===== src/rtl/vga_scan_controller.sv =====
// 640x480@60 raster timing generator: issues CurrentX/CurrentY and drives delay-matched sync/RGB pins.
// Optional macro VGA_TESTPATTERN_EN replaces mapData with eight 80-px vertical colour bars.
module vga_scan_controller #(
  parameter int H_ACTIVE    = 640,
  parameter int H_FP        = 16,
  parameter int H_SYNC      = 96,
  parameter int H_BP        = 48,
  parameter int V_ACTIVE    = 480,
  parameter int V_FP        = 10,
  parameter int V_SYNC      = 2,
  parameter int V_BP        = 33,
  parameter int MAP_LATENCY = 1
) (
  input  logic       clk_vga,
  input  logic       rst,
  input  logic [7:0] mapData,
  output logic [9:0] CurrentX,
  output logic [8:0] CurrentY,
  output logic       hsync,
  output logic       vsync,
  output logic [2:0] vga_r,
  output logic [2:0] vga_g,
  output logic [1:0] vga_b,
  output logic       active,
  output logic       frame_start
);

  localparam logic [9:0] H_ACT_C  = 10'(H_ACTIVE);
  localparam logic [9:0] H_LAST_C = 10'(H_ACTIVE + H_FP + H_SYNC + H_BP - 1);
  localparam logic [9:0] HS_LO_C  = 10'(H_ACTIVE + H_FP);
  localparam logic [9:0] HS_HI_C  = 10'(H_ACTIVE + H_FP + H_SYNC - 1);
  localparam logic [9:0] V_ACT_C  = 10'(V_ACTIVE);
  localparam logic [9:0] V_LAST_C = 10'(V_ACTIVE + V_FP + V_SYNC + V_BP - 1);
  localparam logic [9:0] VS_LO_C  = 10'(V_ACTIVE + V_FP);
  localparam logic [9:0] VS_HI_C  = 10'(V_ACTIVE + V_FP + V_SYNC - 1);

  logic [9:0] h_cnt_q, h_cnt_d;
  logic [9:0] v_cnt_q, v_cnt_d;
  logic       vis0, hs0, vs0, fs0;

  logic [9:0] x_q;
  logic [8:0] y_q;

  logic [MAP_LATENCY:0] vis_dly_q, hs_dly_q, vs_dly_q, fs_dly_q;

  logic       hsync_q, vsync_q, active_q, frame_start_q;
  logic [7:0] rgb_q, rgb_d;

  always_comb begin
    h_cnt_d = h_cnt_q + 10'd1;
    v_cnt_d = v_cnt_q;
    if (h_cnt_q == H_LAST_C) begin
      h_cnt_d = 10'd0;
      v_cnt_d = (v_cnt_q == V_LAST_C) ? 10'd0 : v_cnt_q + 10'd1;
    end
  end

  always_comb begin
    vis0 = (h_cnt_q < H_ACT_C) && (v_cnt_q < V_ACT_C);
    hs0  = !((h_cnt_q >= HS_LO_C) && (h_cnt_q <= HS_HI_C));
    vs0  = !((v_cnt_q >= VS_LO_C) && (v_cnt_q <= VS_HI_C));
    fs0  = vis0 && (h_cnt_q == 10'd0) && (v_cnt_q == 10'd0);
  end

  always_ff @(posedge clk_vga) begin
    if (rst) begin
      h_cnt_q   <= '0;
      v_cnt_q   <= '0;
      x_q       <= '0;
      y_q       <= '0;
      vis_dly_q <= '0;
      hs_dly_q  <= '1;
      vs_dly_q  <= '1;
      fs_dly_q  <= '0;
    end else begin
      h_cnt_q   <= h_cnt_d;
      v_cnt_q   <= v_cnt_d;
      // Blanking coordinates are parked at 0 so room decoders never see aliased counts.
      x_q       <= vis0 ? h_cnt_q : 10'd0;
      y_q       <= vis0 ? v_cnt_q[8:0] : 9'd0;
      vis_dly_q <= {vis_dly_q[MAP_LATENCY-1:0], vis0};
      hs_dly_q  <= {hs_dly_q[MAP_LATENCY-1:0], hs0};
      vs_dly_q  <= {vs_dly_q[MAP_LATENCY-1:0], vs0};
      fs_dly_q  <= {fs_dly_q[MAP_LATENCY-1:0], fs0};
    end
  end

`ifdef VGA_TESTPATTERN_EN
  logic [2:0] bar0;
  logic [2:0] bar_dly_q [MAP_LATENCY+1];

  always_comb begin
    bar0 = 3'd0;
    for (int i = 1; i < 8; i++) begin
      if (h_cnt_q >= 10'(i * 80)) bar0 = 3'(i);
    end
  end

  always_ff @(posedge clk_vga) begin
    if (rst) begin
      for (int i = 0; i <= MAP_LATENCY; i++) bar_dly_q[i] <= 3'd0;
    end else begin
      bar_dly_q[0] <= bar0;
      for (int i = 1; i <= MAP_LATENCY; i++) bar_dly_q[i] <= bar_dly_q[i-1];
    end
  end

  always_comb begin
    rgb_d = 8'd0;
    if (vis_dly_q[MAP_LATENCY])
      rgb_d = {{3{bar_dly_q[MAP_LATENCY][2]}}, {3{bar_dly_q[MAP_LATENCY][1]}},
               {2{bar_dly_q[MAP_LATENCY][0]}}};
  end
`else
  always_comb begin
    rgb_d = 8'd0;
    if (vis_dly_q[MAP_LATENCY]) rgb_d = mapData;
  end
`endif

  always_ff @(posedge clk_vga) begin
    if (rst) begin
      hsync_q       <= 1'b1;
      vsync_q       <= 1'b1;
      active_q      <= 1'b0;
      frame_start_q <= 1'b0;
      rgb_q         <= 8'd0;
    end else begin
      hsync_q       <= hs_dly_q[MAP_LATENCY];
      vsync_q       <= vs_dly_q[MAP_LATENCY];
      active_q      <= vis_dly_q[MAP_LATENCY];
      frame_start_q <= fs_dly_q[MAP_LATENCY];
      rgb_q         <= rgb_d;
    end
  end

  assign CurrentX    = x_q;
  assign CurrentY    = y_q;
  assign hsync       = hsync_q;
  assign vsync       = vsync_q;
  assign active      = active_q;
  assign frame_start = frame_start_q;
  assign vga_r       = rgb_q[7:5];
  assign vga_g       = rgb_q[4:2];
  assign vga_b       = rgb_q[1:0];

endmodule


===== config.mk =====
export PLATFORM = sky130hd
export DESIGN_NAME = vga_scan_controller
export DESIGN_NICKNAME = d
export VERILOG_FILES = /design/src/rtl/vga_scan_controller.sv
export SDC_FILE = /design/constraint.sdc
export NUM_CORES = 1
export LEC_CHECK = 0
export ABC_CLOCK_PERIOD_IN_PS = 2600
export CORE_ASPECT_RATIO = 0.9
export CORE_UTILIZATION = 50
export DETAILED_ROUTE_END_ITERATION = 6
export PLACE_DENSITY_LB_ADDON = 0.15
export SETUP_SLACK_MARGIN = 0.05
export SLEW_MARGIN = 20
export SYNTH_ARGS = -nofsm -noshare
export SYNTH_HDL_FRONTEND = slang
export SYNTH_SLANG_ARGS = --single-unit

===== constraint.sdc =====
create_clock -name clk_vga -period 2.6 [get_ports clk_vga]
set_input_delay 0.39 -clock clk_vga [delete_from_list [all_inputs] [get_ports clk_vga]]
set_output_delay 0.39 -clock clk_vga [all_outputs]
set_load 0.02 [all_outputs]

After elaboration in Yosys (flattened, before gate mapping)
Index checks and enable logic that the tools add are counted. W data, S select, Z words.

Add/sub/neg operators: 2. $lt $le $gt $ge: 6. Equal/unequal tests: 2. Multiplexer cells: 1. Bitwise gates (word level): 2. Reductions and logical operators: 12.

Operators by type and width (number): $add A10 B1 Y10 const B (2); $eq A10 B10 Y1 const B (2); $logic_not A10 Y1 (2); $ge A10 B10 Y1 const B (1); $ge A10 B9 Y1 const B (1); $le A10 B10 Y1 const B (1); $le A10 B9 Y1 const B (1); $lt A10 B10 Y1 const B (1); $lt A10 B9 Y1 const B (1); $mux W10 (1); $reduce_or A2 Y1 (3); $logic_and A1 B1 Y1 (5); $logic_not A1 Y1 (2); $not A1 Y1 (2).

Bits in registers: 59. Input port bits: 10.

Logic depth before layout (Yosys ltp)
Depth in word-level cells: 4. Depth in mapped cells: 7. Mapped depth without buffers: 6.

Worst setup path after synthesis
Ideal clock, no wire load.

Kind: register -> register. Start point: register h_cnt_q[0]. End point: register v_cnt_q[7]. Setup time: 0.066 ns. Arrival time: 1.796 ns. Data required time: 2.534 ns. Path slack: 0.738 ns. Stages on the path, launching flop included: 6. Buffers on the path: 0. Cells stage by stage: dfxtp_1 > ha_1 > nand4_4 > or4_4 > or3_1 > a21oi_2.

Longest elaborated chain between the ends: 1.

Ends and longest elaborated chain: from (decl) (RTL line 37) `logic [9:0] h_cnt_q, h_cnt_d;`; from (signal assigned) (RTL line 76) `h_cnt_q <= h_cnt_d;`; $eq A10 B10 Y1 (RTL line 52) `if (h_cnt_q == H_LAST_C) begin`; to (signal assigned) (RTL line 77) `v_cnt_q <= v_cnt_d;`; to (decl) (RTL line 38) `logic [9:0] v_cnt_q, v_cnt_d;`.

No other way between the ends. A chain may end at the register's enable or synchronous reset.

Worst setup path in the final report
Ends and elaborated chain as after synthesis.

==> impl_metrics.toml <==
[run_status]
status = "finished with violations"
violations = "design-rule violations"

[setup_path]
cp_max_fo = 9
cp_data_required_time_ns = 2.87
cp-end-kind = "flop"
critPathBufInv = 0
slowest_delay_ns = 0.60
worstPathArrival_ns = 2.26
path_class = "reg2reg"
cp_top_family = "simple AND/OR/NAND/NOR gates"
slowest_stage = "or4_4"
crit_chain = "ha_1, nand4_4, or4_4, or3_1, a21oi_2"
start_kind = "flop"

[sta]
clock_skew_ns = 0.003574
maxSlewViolCount = 0
worstMarginPinSlew_ns = 0.5504
min_period_ns = 1.990
setup_viol = 0
fin_crit_sh_pct = 76.52
hold_viol = 0
relSlewSlack_pct = 63.19
max_freq_mhz = 502.6
fin_setup_tns_ns = 0
rsz0062_at_grt = "false"

[floorplan]
dieArea_um2 = 4540
start_util_pct = 52.46
core_um2 = 4074
rows = 22
fp.dieW_um = 70.91
die_h_um = 64.02
io_pins = 41

[layout]
drive_gt1_share_pct = 12.89
fin_cells = 304
fin_nets = 265
fin_area_um2 = 2768
layout_common_cells = "dfxtp_1 (59), clkdlybuf4s50_1 (40), and2_1 (28), nor2_1 (17), clkbuf_8 (12)"
final_common_cell = "dfxtp_1"
areaGrowthSynthToFinish_pct = 29.51
antennaDiodeCount = 0

[logic_synthesis]
async_reset_ff_share_pct = 0
synth_area_um2 = 2137
synthFlopType = "dfxtp_1"
synth_edf_count = 0
ys_warn_count = 0
synth_nets = 224
syn_avg_cell_area_um2 = 10.18
yosys.area.top_type = "dfxtp_1"
seq_area_frac_synth_pct = 55.27
synth_top_area_share_pct = 55.27
synth.area.top_cells = "dfxtp_1 (55%), and2_1 (8.2%), xnor2_1 (3.7%), nor2_1 (3.0%), ha_1 (2.3%)"
yosysUniqueCellTypes = 37
ys_ff_latch = 59
synth_cells = 210

[power]
p_switching_uw = 375.5
p_comb_share_pct = 3.8
p_leak_nw = 1.053
seqPwrFrac_pct = 50.1
ir_drop_mv = 0.5069
power_density_nw_per_um2 = 668.4
internal_power_mw = 1.475
swShare_pct = 20.30
clock_power_share_pct = 46.1

[cts]
clk_pin_slew_ns = 0.06
post-cts-setup-buffers = 0
cts_tree = "done"
cts_buffer_depth = 2
clk_latency_ns = 0.33
ctsResizeCount = 0
h-tree-depth = 3
clock_sinks = 59
numCtsBuffers = 9
holdBufCountCts = 0
root_buffer = "clkbuf_8"

[placement]
portBuffers = 40
place_area_um2 = 2555
place_congestion = 0.7994
dp.cells = 288
dp_hpwl_mm = 2.490

[detailed_routing]
dr.first_iter.drc_count = 52
vias_per_cell = 4.832
drc = 12
wire_per_inst_um = 12.24
drt_wl_total_mm = 3.722
vias = 1469
ant_nets = 0
dr.pass1.iters = 7

[grt]
met2_usage_pct = 25.60
antenna_found_initial = 0
grt_use_met1_pct = 24.53
gr-total-overflow = 0
grt_busiest_layer = "met2"
first_global_vias = 1357
grt_start_max_net_pins = 17
grtUsageTotal_pct = 18.78
grt_pass1_wl_mm = 6.279
met3_usage_pct = 5.678

[run]
max_cap_viol_count = 0

[min_path]
hold_path.class = "reg2reg"
-- kinds of logic (layout without fill, tap and decap cells) --
family / after synthesis / count (layout) / share of synthesized area (%)
XOR/XNOR: 14 / 14 / 5.738
AO/OA/AOI/OAI: 11 / 11 / 3.220
adder cells (fa/ha/maj): 4 / 4 / 2.342
AND/OR/NAND/NOR: 101 / 101 / 28.57
buffers and inverters: 20 / 66 / 4.391
multiplexers: 1 / 1 / 0.4684
flip-flops: 59 / 59 / 55.27
-- worst paths after layout --
check                                          endpoint  slack [ns]                    from  depth (start not counted)
worst max-delay path            v_cnt_q[7]$_SDFFE_PP0N_        0.61   h_cnt_q[0]$_SDFF_PP0_                          5
worst min-delay path                   vsync$_SDFF_PP1_        0.41  vs_dly_q[1]$_SDFF_PP1_                          1
worst max register to register  v_cnt_q[7]$_SDFFE_PP0N_        0.61   h_cnt_q[0]$_SDFF_PP0_                          5
worst min register to register         vsync$_SDFF_PP1_        0.41  vs_dly_q[1]$_SDFF_PP1_                          1
-- power groups by stage --
stage	sequential, mW	clock [mW]	combinational (mW)
after floorplan	0.954	0	0.0305
after global placement	0.947	0	0.0709
after CTS	0.927	0.875	0.0711
final	0.928	0.852	0.0702
after detailed placement	0.948	0	0.0706
after global routing	0.929	0.911	0.0779
-- layout make-up --
cell class              instances  area (um^2)
fillers                       323         1306
flip-flops and latches         59         1181
multi-input cells             131        868.3
repair buffers                 42        415.4
clock buffers                  12        165.2
well taps                      48        60.06
clock inverters                 4        47.55
inverters                       8        30.03
-- stage by stage --
stage	power (mW)	setup WS, ns	utilization [%]	hold slack [ns]
after floorplan	0.9843	0.7376	-	0.3895
after global placement	1.018	0.6620	62.71	0.3918
after detailed placement	1.018	0.6307	62.71	0.3933
after CTS	1.874	0.6072	67.94	0.4079
after global routing	1.918	0.4735	67.94	0.4218
final	1.850	0.6105	67.94	0.4070
-- flip-flops by register name, summed over array words and instances, names as in the netlist, 8 cells and up --
signal	count
v_cnt_q	10
h_cnt_q	10
CurrentX	10
CurrentY	9
rgb_q	8
-- metal layers --
layer  vias to the layer above  share of wire, %
li1                        773                 -
met1                       632                49
met2                        55                41
met3                         9               6.6
met4                         0               3.2
met5                         -                 0
-- worst reg2reg max path, stage by stage, from the launching register on --
cell and delay (ns):
dfxtp_1 0.40, ha_1 0.28, nand4_4 0.18, or4_4 0.60, or3_1 0.34, a21oi_2 0.13
-- synthesized netlist by cell type, types with 2 or more instances --
| library cell | count |
|---|---|
| xnor2_1 | 9 |
| or4_1 | 2 |
| o21ai_0 | 5 |
| or2_2 | 6 |
| nand3_1 | 5 |
| inv_1 | 8 |
| a21oi_1 | 2 |
| ha_1 | 4 |
| nor2b_1 | 6 |
| nand4_1 | 5 |
| or3_1 | 2 |
| and3_1 | 4 |
| clkbuf_1 | 6 |
| nor2_1 | 17 |
| nor4b_1 | 2 |
| and2_1 | 28 |
| buf_4 | 2 |
| a21oi_2 | 2 |
| nand2_1 | 6 |
| nor4_1 | 8 |
| xor2_1 | 5 |
| buf_2 | 3 |
| dfxtp_1 | 59 |
(Power assumes the default switching activity.)
